File: src/rtl/reaction_round_ctrl.sv
// Round sequencer for the reaction timer game: random delay, GO LED, reaction measurement.
// Optional best-time tracking is compiled in when BEST_TIME_EN is defined.
module reaction_round_ctrl #(
  parameter int R_WIDTH   = 12,
  parameter int T_WIDTH   = 10,
  parameter int MIN_DELAY = 500,
  parameter int T_MAX     = 999
) (
  input  logic               clock1,
  input  logic               reset,
  input  logic               start_btn,
  input  logic               react_btn,
  input  logic               ms_tick,
  input  logic [R_WIDTH-1:0] rand_val,
  input  logic               delay_done,
  output logic               delay_load,
  output logic [R_WIDTH-1:0] delay_r,
  output logic               led_go,
  output logic               result_valid,
  output logic [T_WIDTH-1:0] react_time,
  output logic               false_start,
  output logic               timeout,
  output logic               busy,
  output logic [T_WIDTH-1:0] best_time,
  output logic               new_best
);

  typedef enum logic [2:0] {
    ST_IDLE, ST_LOAD, ST_WAIT, ST_MEASURE, ST_SHOW, ST_FALSE
  } state_t;

  state_t             state_q;
  logic               start_prev_q, react_prev_q;
  logic               start_press, react_press;
  logic               delay_load_q, led_go_q, result_valid_q;
  logic               false_start_q, timeout_q, busy_q;
  logic [R_WIDTH-1:0] delay_r_q, delay_r_d;
  logic [T_WIDTH-1:0] react_time_q, count_q;

  assign start_press = start_btn & ~start_prev_q;
  assign react_press = react_btn & ~react_prev_q;
  assign delay_r_d   = (rand_val < R_WIDTH'(MIN_DELAY)) ? R_WIDTH'(MIN_DELAY) : rand_val;

  always_ff @(posedge clock1) begin
    if (reset) begin
      state_q        <= ST_IDLE;
      start_prev_q   <= 1'b0;
      react_prev_q   <= 1'b0;
      delay_load_q   <= 1'b0;
      delay_r_q      <= '0;
      led_go_q       <= 1'b0;
      result_valid_q <= 1'b0;
      react_time_q   <= '0;
      false_start_q  <= 1'b0;
      timeout_q      <= 1'b0;
      busy_q         <= 1'b0;
      count_q        <= '0;
    end else begin
      start_prev_q <= start_btn;
      react_prev_q <= react_btn;
      delay_load_q <= 1'b0;
      case (state_q)
        ST_IDLE, ST_SHOW, ST_FALSE: begin
          if (start_press) begin
            state_q        <= ST_LOAD;
            delay_load_q   <= 1'b1;
            delay_r_q      <= delay_r_d;
            count_q        <= '0;
            react_time_q   <= '0;
            timeout_q      <= 1'b0;
            result_valid_q <= 1'b0;
            false_start_q  <= 1'b0;
            busy_q         <= 1'b1;
          end
        end
        ST_LOAD: begin
          // Button already held down when the round starts counts as cheating.
          if (react_btn) begin
            state_q       <= ST_FALSE;
            false_start_q <= 1'b1;
            busy_q        <= 1'b0;
          end else begin
            state_q <= ST_WAIT;
          end
        end
        ST_WAIT: begin
          if (react_press) begin
            state_q       <= ST_FALSE;
            false_start_q <= 1'b1;
            busy_q        <= 1'b0;
          end else if (delay_done) begin
            state_q  <= ST_MEASURE;
            led_go_q <= 1'b1;
          end
        end
        ST_MEASURE: begin
          if (react_press) begin
            state_q        <= ST_SHOW;
            react_time_q   <= count_q;
            led_go_q       <= 1'b0;
            busy_q         <= 1'b0;
            result_valid_q <= 1'b1;
          end else if (ms_tick) begin
            if (count_q == T_WIDTH'(T_MAX - 1)) begin
              state_q        <= ST_SHOW;
              count_q        <= T_WIDTH'(T_MAX);
              react_time_q   <= T_WIDTH'(T_MAX);
              timeout_q      <= 1'b1;
              led_go_q       <= 1'b0;
              busy_q         <= 1'b0;
              result_valid_q <= 1'b1;
            end else begin
              count_q <= count_q + T_WIDTH'(1);
            end
          end
        end
        default: state_q <= ST_IDLE;
      endcase
    end
  end

  assign delay_load   = delay_load_q;
  assign delay_r      = delay_r_q;
  assign led_go       = led_go_q;
  assign result_valid = result_valid_q;
  assign react_time   = react_time_q;
  assign false_start  = false_start_q;
  assign timeout      = timeout_q;
  assign busy         = busy_q;

`ifdef BEST_TIME_EN
  logic [T_WIDTH-1:0] best_q;
  logic               new_best_q;
  logic               best_hit;

  // Only a genuine press in MEASURE produces a non-timeout result.
  assign best_hit = (state_q == ST_MEASURE) && react_press &&
                    ((best_q == '0) || (count_q < best_q));

  always_ff @(posedge clock1) begin
    if (reset) begin
      best_q     <= '0;
      new_best_q <= 1'b0;
    end else begin
      new_best_q <= best_hit;
      if (best_hit) best_q <= count_q;
    end
  end

  assign best_time = best_q;
  assign new_best  = new_best_q;
`else
  assign best_time = '0;
  assign new_best  = 1'b0;
`endif

endmodule

File: config.mk
export PLATFORM = sky130hd
export DESIGN_NAME = reaction_round_ctrl
export DESIGN_NICKNAME = d
export VERILOG_FILES = /design/src/rtl/reaction_round_ctrl.sv
export SDC_FILE = /design/constraint.sdc
export NUM_CORES = 1
export LEC_CHECK = 0
export CORE_ASPECT_RATIO = 0.7
export CORE_MARGIN = 8
export CORE_UTILIZATION = 60
export CTS_CLUSTER_SIZE = 30
export DETAILED_ROUTE_END_ITERATION = 8
export DONT_BUFFER_PORTS = 1
export GPL_TIMING_DRIVEN = 1
export HOLD_SLACK_MARGIN = 0.02
export PLACE_DENSITY = 0.76
export SETUP_SLACK_MARGIN = 0.4
export SYNTH_ARGS = -nofsm -noshare
export SYNTH_HDL_FRONTEND = slang
export SYNTH_SLANG_ARGS = --single-unit
File: constraint.sdc
create_clock -name clock1 -period 3.7 [get_ports clock1]
set_input_delay 0.74 -clock clock1 [delete_from_list [all_inputs] [get_ports clock1]]
set_output_delay 0.74 -clock clock1 [all_outputs]
set_load 0.02 [all_outputs]
Word level (Yosys, flattened, before mapping). Index checks and enable logic that the tools add are counted. W data, S select, Z words.

$lt $le $gt $ge: 1. Muxes and demuxes: 39. Bitwise logic cells: 5. Reduce and logical (&&, ||, !) cells: 15. Equal/unequal tests: 17. $add $sub $neg: 1.

Operators with widths (number): $mux W10 (7); $pmux W10 S2 (2); $mux W3 (7); $mux W1 (16); $ne A2 B2 Y1 const B (8); $reduce_and A4 Y1 (4); $lt A12 B9 Y1 const B (1); $mux W12 (1); $pmux W3 S4 (1); $add A10 B1 Y10 const B (1); $eq A10 B10 Y1 const B (1); $reduce_and A5 Y1 (2); $ne A3 B3 Y1 const B (3); $eq A3 B2 Y1 const B (2); $eq A3 B3 Y1 const B (2); $pmux W1 S2 (3); $reduce_and A6 Y1 (1); $pmux W1 S4 (1); $reduce_bool A2 Y1 (2); $reduce_bool A4 Y1 (1); $eq A3 B1 Y1 const B (1); $logic_not A3 Y1 (1); $not A1 Y1 (3); $pmux W1 S3 (1); 5 further kinds (6).

Flip-flop bits (word level): 43. Word-level logic and storage cells: 90. Output and inout bits: 39. Input bits: 18.

Depth between registers and ports, before layout. Gate-level depths: netlist of the first run.

Depth in word-level cells: 5. Gate-level depth with buffers: 9. Depth with buffers taken out: 7.

Worst setup path after synthesis of the first run. OpenSTA, ideal clock, no wires.

Path type: in2reg. From: input react_btn. To: register count_q[3]. Buffers on the path: 1. Slack: 1.864 ns. Library setup time: 0.070 ns. Stages on the path: 6. Required time: 3.630 ns. Arrival: 1.766 ns. Cell sequence: nand2b_1 -> and3_1 -> buf_4 -> nor2_2 -> or4b_1 -> a21oi_1.

Word-level cells in the longest chain between the ends: 3.

RTL lines: start: declaration (RTL line 12) `input logic react_btn,`; $and A1 B1 Y1 (RTL line 41) `assign react_press = react_btn & ~react_prev_q;`; $ne A2 B2 Y1 (no line); $reduce_and A4 Y1 (no line); end signal: assignment (RTL line 106) `count_q <= T_WIDTH'(T_MAX);`; end signal: assignment (RTL line 113) `count_q <= count_q + T_WIDTH'(1);`; end: declaration (RTL line 38) `logic [T_WIDTH-1:0] react_time_q, count_q;`.

No other way between the ends. A chain may end at the register's enable or synchronous reset.

Worst setup path after layout of the first run.
From: register state_q[2]. To: register count_q[3].

Word-level cells in the longest chain between the ends: 4. Elaborated cells between the ends (all ways): 11.

RTL lines: start: declaration (RTL line 32) `state_t state_q;`; start signal: assignment (RTL line 46) `state_q <= ST_IDLE;`; start signal: assignment (RTL line 65) `state_q <= ST_LOAD;`; start signal: assignment (RTL line 79) `state_q <= ST_FALSE;`; $eq A3 B3 Y1 / $logic_not A3 Y1 (equally long branches) (RTL line 62) `case (state_q)`; $reduce_or A3 Y1 (RTL line 62); $ne A2 B2 Y1 (no line) / $reduce_bool A2 Y1 (equally long branches); $reduce_and A4 Y1 (no line).

Several ways; a longest one is shown, not always the timed one.

==> key figures, run 1 <==
Power
  – LEAKAGE: roughly 0.00073 uW
  – Sw frac: between 20% and 30%
  – Sw power: around 270 uW
  – Logic gate share of total power: 10.5%
  – Cell internal pwr: between 700 and 800 uW
  – PD cells: just under 500 nW/um^2
  – Flop pwr share: 52.8%
  – Clock network power share: a little under two fifths
  – Maximum VDD drop: about 0.44 mV

Timing
  – Tcrit/Tclk final: between 60% and 70%
  – Minimum hold slack: 509 ps
  – Worst slew margin: a little over two fifths
  – Fmax: 420 MHz
  – Final min period: roughly 2400 ps
  – Unrepaired setup endpoints after global routing: false
  – Final Hold Viols: 0
  – Setup TNS: 0 ps
  – Final Skew: roughly 2.6 ps
  – Slew Viols, Final: 0
  – Tightest Pin Transition: approximately 860 ps
  – Final setup fails: 0

Clock network
  – Hold_buf cts: 0
  – H-tree depth: 2
  – Worst-path clk slew: about 80 ps
  – Clk_lat worst skew: just under 300 ps
  – CTS tree: built
  – CTS Sinks: 43
  – TritonCTS Buffers: 5
  – CTS resizes: 0
  – Clock Path Buffers: 2
  – CTS Root Cell: clkbuf_8
  – Setup bufs post-CTS: 0

Routing
  – Total routed wirelength: between 4000 and 5000 um
  – Via count: approximately 1700
  – DR pass1 iterations: 4
  – Via density: around 6.4
  – DRC viols: 0
  – Post-route ant nets: 0
  – DR WL/cell: ~17 um
  – Initial DRC count: about 210

Global routing
  – Total grt overflow: 0
  – First-pass GRT wire length: about 7500 um
  – Pin count of the biggest net entering global routing: 36
  – Initial antenna violation count: 0
  – GRT Total Usage: ~17%
  – Vias in the first global route: roughly 1500

Die
  – Die width: around 85 um
  – Core area: between 3000 and 4000 sq um
  – Initial Util: a little over three fifths
  – I/O pin count: 57
  – Die area: between 5000 and 6000 sq um
  – Vert. Die Dim: ~64 um
  – FP Rows: 17

Finish
  – Nets: 250
  – Antenna Cells: 0
  – Synthesis-to-finish area growth: 2.96%
  – Layout cell share with drive strength beyond 1: under 10%
  – Non-Filler Instances: approximately 270
  – Fillcell total: 260

Worst setup path
  – Crit path capture type: flop
  – Element type at the critical path start: flop
  – CP max-delay cell: nor3_2
  – CP Cell Sequence: and2b_1 -> nor3_2 -> nor2_2 -> or4b_1 -> a21oi_1
  – Cell family with most CP delay: simple AND/OR/NAND/NOR gates
  – Buffers plus inverters on the worst setup path: 0
  – Crit path largest cell delay: 680 ps
  – Worst EP required: around 4000 ps
  – Crit path DAT: ~2600 ps
  – Crit path kind: flop to flop
  – CP max FO: 13

Yosys
  – Post-synthesis sequential area ratio: roughly 43%
  – Mapped Cells: between 200 and 250
  – Post-synthesis cell area: approximately 2000 sq um
  – Syn avg cell area: about 8.4 sq um
  – Yosys cell types: 42
  – Synth Register Bits: 43
  – Ys Warns: 0

Flow run
  – Max-cap violations: 0

Place
  – Placed Instances: between 200 and 300
  – PortBufs: 0
  – HPWL Detailed: about 3300 um
  – RePlAce Congestion: between 0.9 and 1

Status
  – Status: completed

Hold path
  – Worst Hold Class: input port to flop
## sequential cells by signal (all words and copies together), names as in the netlist
name          flops
count_q          10
state_q           3
delay_load        1
led_go            1
react_time       10
start_prev_q      1
delay_r          12
busy              1
timeout           1
false_start       1
react_prev_q      1
result_valid      1
## synth_stat cells (all sizes together)
cell | n | area (sq um)
o31a | 1 | 8.76
inv | 3 | 11.3
dfxtp | 43 | 861
nand4 | 2 | 12.5
and2b | 1 | 7.51
nor3 | 15 | 80.1
o2111ai | 1 | 8.76
nor3b | 4 | 35.0
a311oi | 1 | 8.76
nor4 | 2 | 12.5
a21boi | 1 | 7.51
nand2b | 4 | 25.0
buf | 15 | 114
clkbuf | 8 | 30.0
o21bai | 1 | 7.51
or4b | 1 | 10.0
a211oi | 3 | 22.5
and2 | 2 | 12.5
o21ai | 18 | 90.1
a22oi | 3 | 22.5
nand3 | 4 | 20.0
ha | 2 | 25.0
nand2 | 21 | 78.8
nand4bb | 2 | 22.5
nor2b | 4 | 25.0
mux2 | 1 | 11.3
nor2 | 23 | 88.8
a31oi | 4 | 25.0
conb | 1 | 3.75
and3b | 1 | 8.76
and3 | 4 | 25.0
o21a | 2 | 15.0
nand3b | 1 | 7.51
a21oi | 24 | 120
or4 | 1 | 7.51
or3 | 4 | 25.0
o221a | 8 | 90.1
## per-layer routing
metal | vias up | GRT usage (%) | part of all wire (%) | wire (um)
met4 | 0 | 6.84 | 0.64 | 30
met3 | 5 | 7.65 | 13 | 593
met2 | 100 | 25.2 | 44 | 2080
met5 | - | 0 | 0 | 0
met1 | 804 | 20.5 | 42 | 1970
li1 | 818 | - | - | -
## cells by family (layout without fill, tap and decap cells)
group,after synthesis,in the layout,synth area share (%)
adder cells (fa/ha/maj),2,2,1.26
other,1,11,0.189
multiplexers,1,1,0.567
AND/OR/NAND/NOR,96,96,25.4
buffers and inverters,26,11,7.81
AO/OA/AOI/OAI,67,67,21.5
flip-flops,43,43,43.3
## power groups by stage
stage | clock [uW] | sequential, uW | combinational [uW]
detailed placement | 0 | 543 | 102
CTS | 376 | 532 | 103
finish | 370 | 532 | 106
global placement | 0 | 542 | 98.1
global route | 398 | 535 | 117
floorplan | 0 | 533 | 108
## cell type report
cell class | count | area, sq um | share of cell area [%]
Inverter | 3 | 11.3 | 0.550
Multi-Input combinational cell | 177 | 1010 | 49.3
Clock buffer | 6 | 82.6 | 4.04
Sequential cell | 43 | 861 | 42.1
Tap cell | 38 | 47.5 | 2.32
Clock inverter | 2 | 35.0 | 1.71
## final timing paths
path | from | end | slack [ps] | cells after the start
worst min register to register | count_q[3] | react_time[3] | 530 | 2
worst max-delay path | state_q[2] | count_q[3] | 1320 | 5
worst min-delay path | reset | start_prev_q | 510 | 1
worst max register to register | state_q[2] | count_q[3] | 1320 | 5
## metrics by stage
stage / cell area (sq um) / setup slack [ps] / utilization (%) / power [uW]
6_report: 2050 / 1320 / 65.0 / 1010
2_1_floorplan: 2020 / 1860 / - / 642
3_3_place_gp: 1930 / 1330 / 61.2 / 640
5_1_grt: 2050 / 1120 / 65.0 / 1050
3_5_place_dp: 1930 / 1310 / 61.2 / 645
4_1_cts: 2050 / 1330 / 65.0 / 1010
## placed cells by master, fill, tap and decap left out, drive strengths merged, types with 3 or more instances in the layout
cell type,n
dfxtp,43
a21oi,24
nor2,23
nand2,21
o21ai,18
nor3,15
conb,11
o221a,8
clkbuf,6
nand2b,4
or3,4
and3,4
nor2b,4
a31oi,4
nand3,4
nor3b,4
inv,3
a211oi,3
a22oi,3
Power figures use the tool's default switching activity.
==> run 2, diff against run 1 <==
- clock period: 3.7 -> 2.3 ns (I/O delays scaled with it)
==> key figures, run 2 (synthesized netlist as in run 1, its figures left out) <==
Hold path
  – Worst Hold Class: input port to flop
  – Hold EP: react_time[4]
  – Hold depth: 1 (unchanged)
  – Hold path start: reset

Clock network
  – Clk_lat worst skew: 290 ps (about the same)
  – Clock Path Buffers: 2 (unchanged)
  – TritonCTS Buffers: 5 (unchanged)
  – Hold_buf cts: 0 (unchanged)
  – CTS tree: built
  – CTS Root Cell: clkbuf_8
  – Worst-path clk slew: 90 ps (about the same)
  – H-tree depth: 2 (unchanged)
  – CTS Sinks: 43 (unchanged)

Worst setup path
  – Reg2reg path depth: 5 (unchanged)
  – Crit path capture type: flop
  – CP max-delay cell: or4b_1
  – R2r endpoint: count_q[3]
  – Internal reg-to-reg setup slack: 450 ps (-870 ps)
  – Crit path DAT: 2080 ps (-530 ps)
  – Critical R2R Launch: state_q[0]
  – Critical path launch point: state_q[0]
  – Element type at the critical path start: flop
  – Crit path kind: flop to flop
  – CP max FO: 7 (-6)
  – Worst EP required: 2530 ps (-1400 ps)
  – CP Cell Sequence: and2b_1 -> nand2_1 -> nor2_1 -> or4b_1 -> a21oi_1
  – Crit path largest cell delay: 460 ps (-220 ps)

Die
  – I/O pin count: 57 (unchanged)
  – Core area: 3150 sq um (unchanged)
  – Die area: 5440 sq um (unchanged)
  – Vert. Die Dim: 64.1 um (unchanged)
  – FP Rows: 17 (unchanged)
  – Die width: 84.8 um (unchanged)
  – Initial Util: 63.1% (unchanged)

Finish
  – Most frequent cells in the layout: 40 x dfxtp_1, 23 x a21oi_1, 21 x nand2_1, 20 x nor2_1, 18 x o21ai_0
  – Antenna Cells: 0 (unchanged)
  – Max reg flops: 12 (unchanged)
  – Synthesis-to-finish area growth: 4.53%
  – Post-layout util: 66.0% (+0.99 points)
  – Most common cell after layout, fill and taps aside: dfxtp_1
  – Nets: 255 (+2.0%)
  – Layout cell share with drive strength beyond 1: 13.1% (+4.5 points)

Timing
  – Slew Viols, Final: 0 (unchanged)
  – Final Hold Viols: 0 (unchanged)
  – Final Skew: 7.33 ps (+4.77 ps)
  – Unrepaired setup endpoints after global routing: true
  – Final setup fails: 0 (unchanged)
  – Final worst slack: 449 ps (-871 ps)
  – Final min period: 1850 ps (-529 ps)
  – Setup TNS: 0 ps (unchanged)
  – Fmax: 540 MHz (+29%)
  – Tcrit/Tclk final: 80.5% (+16 points)
  – Minimum hold slack: 223 ps (-286 ps)

Place
  – RePlAce Congestion: 0.947 (+3.6%)
  – Pre-CTS WS: 358 ps (-954 ps)
  – PortBufs: 0 (unchanged)
  – HPWL Detailed: 3360 um (+1.9%)

Global routing
  – Pin count of the biggest net entering global routing: 36 (unchanged)
  – Total grt overflow: 0 (unchanged)
  – Vias in the first global route: 1502 (-1.4%)
  – First-pass GRT wire length: 7540 um (+0.73%)
  – Initial antenna violation count: 0 (unchanged)
  – GRT Total Usage: 16.8% (about the same)

Power
  – LEAKAGE: 0.000740 uW (+1.7%)
  – PD cells: 729 nW/um^2 (+48%)
  – Design Power: 1510 uW (+50%)
  – Maximum VDD drop: 0.393 mV (-11%)

Routing
  – Via count: 1703 (-1.4%)
  – DR pass1 iterations: 5 (+1)
  – DR WL/cell: 16.7 um (-3.7%)
  – DRC viols: 0 (unchanged)
  – Post-route ant nets: 0 (unchanged)
  – Initial DRC count: 201 (-3.8%)
  – Via density: 6.22 (-3.2%)
  – Total routed wirelength: 4590 um (-1.9%)

Status
  – Status: completed

Flow run
  – Max-cap violations: 0 (unchanged)
==> run 2: cell types whose count changed in the layout (fill, tap and decap cells not counted), moves of 2 or more <==
cell / before / now
dfxtp_1: 43 / 40
buf_4: 0 / 5
clkinv_4: 0 / 2
dfxtp_2: 0 / 3
nor2_1: 22 / 20
==> run 2: cell type report <==
| type | count | area, sq um |
|---|---|---|
| clock buffer | 5 | 68.8 |
| clock inverter | 3 | 25.0 |
| fill | 274 | 1070 |
| inverter | 3 | 11.3 |
| multi-input combinational | 177 | 1020 |
| sequential | 43 | 865 |
| tap | 38 | 47.5 |
| timing repair buffer | 5 | 37.5 |
==> run 2: metal layers <==
layer	GRT usage [%]	wire [um]
met5	0	0
met4	3.75	13
met3	7.65	546
met2	23.9	1960
met1	22.6	2070
==> run 2: what timing repair did <==
action                                  CTS  global route
pin swaps                                 0             0
gates resized for setup                   2             5
endpoints found under the hold margin     0             0
setup buffers                             0             0
endpoints found under the setup margin    9            17
==> run 2: how the worst max path moves through the flow <==
stage                    endpoint  slack [ps]  depth (start not counted)
floorplan              count_q[3]         610                          8
global placement       count_q[3]         470                          5
detailed placement  react_time[0]         360                          5
CTS                    count_q[3]         410                          5
global route           count_q[3]         330                          5
finish                 count_q[3]         450                          5
==> run 2: critical path: cells and delay by family, from the launching register on <==
family             cells  cell delay, ps
AOI/OAI and AO/OA      1             150
DFF                    1             440
and+or+nand+nor        4            1200
==> run 2: power breakdown <==
group          total (uW)  switching (uW)  internal (uW)
logic                 179             111           68.0
clock network         479             263            217
registers             856            72.2            784
total                1510             446           1070
==> run 2: stage by stage <==
stage	cell area (sq um)	instances
floorplan	2020	246
global placement	1970	266
detailed placement	1970	266
CTS	2060	274
global route	2080	274
finish	2080	274
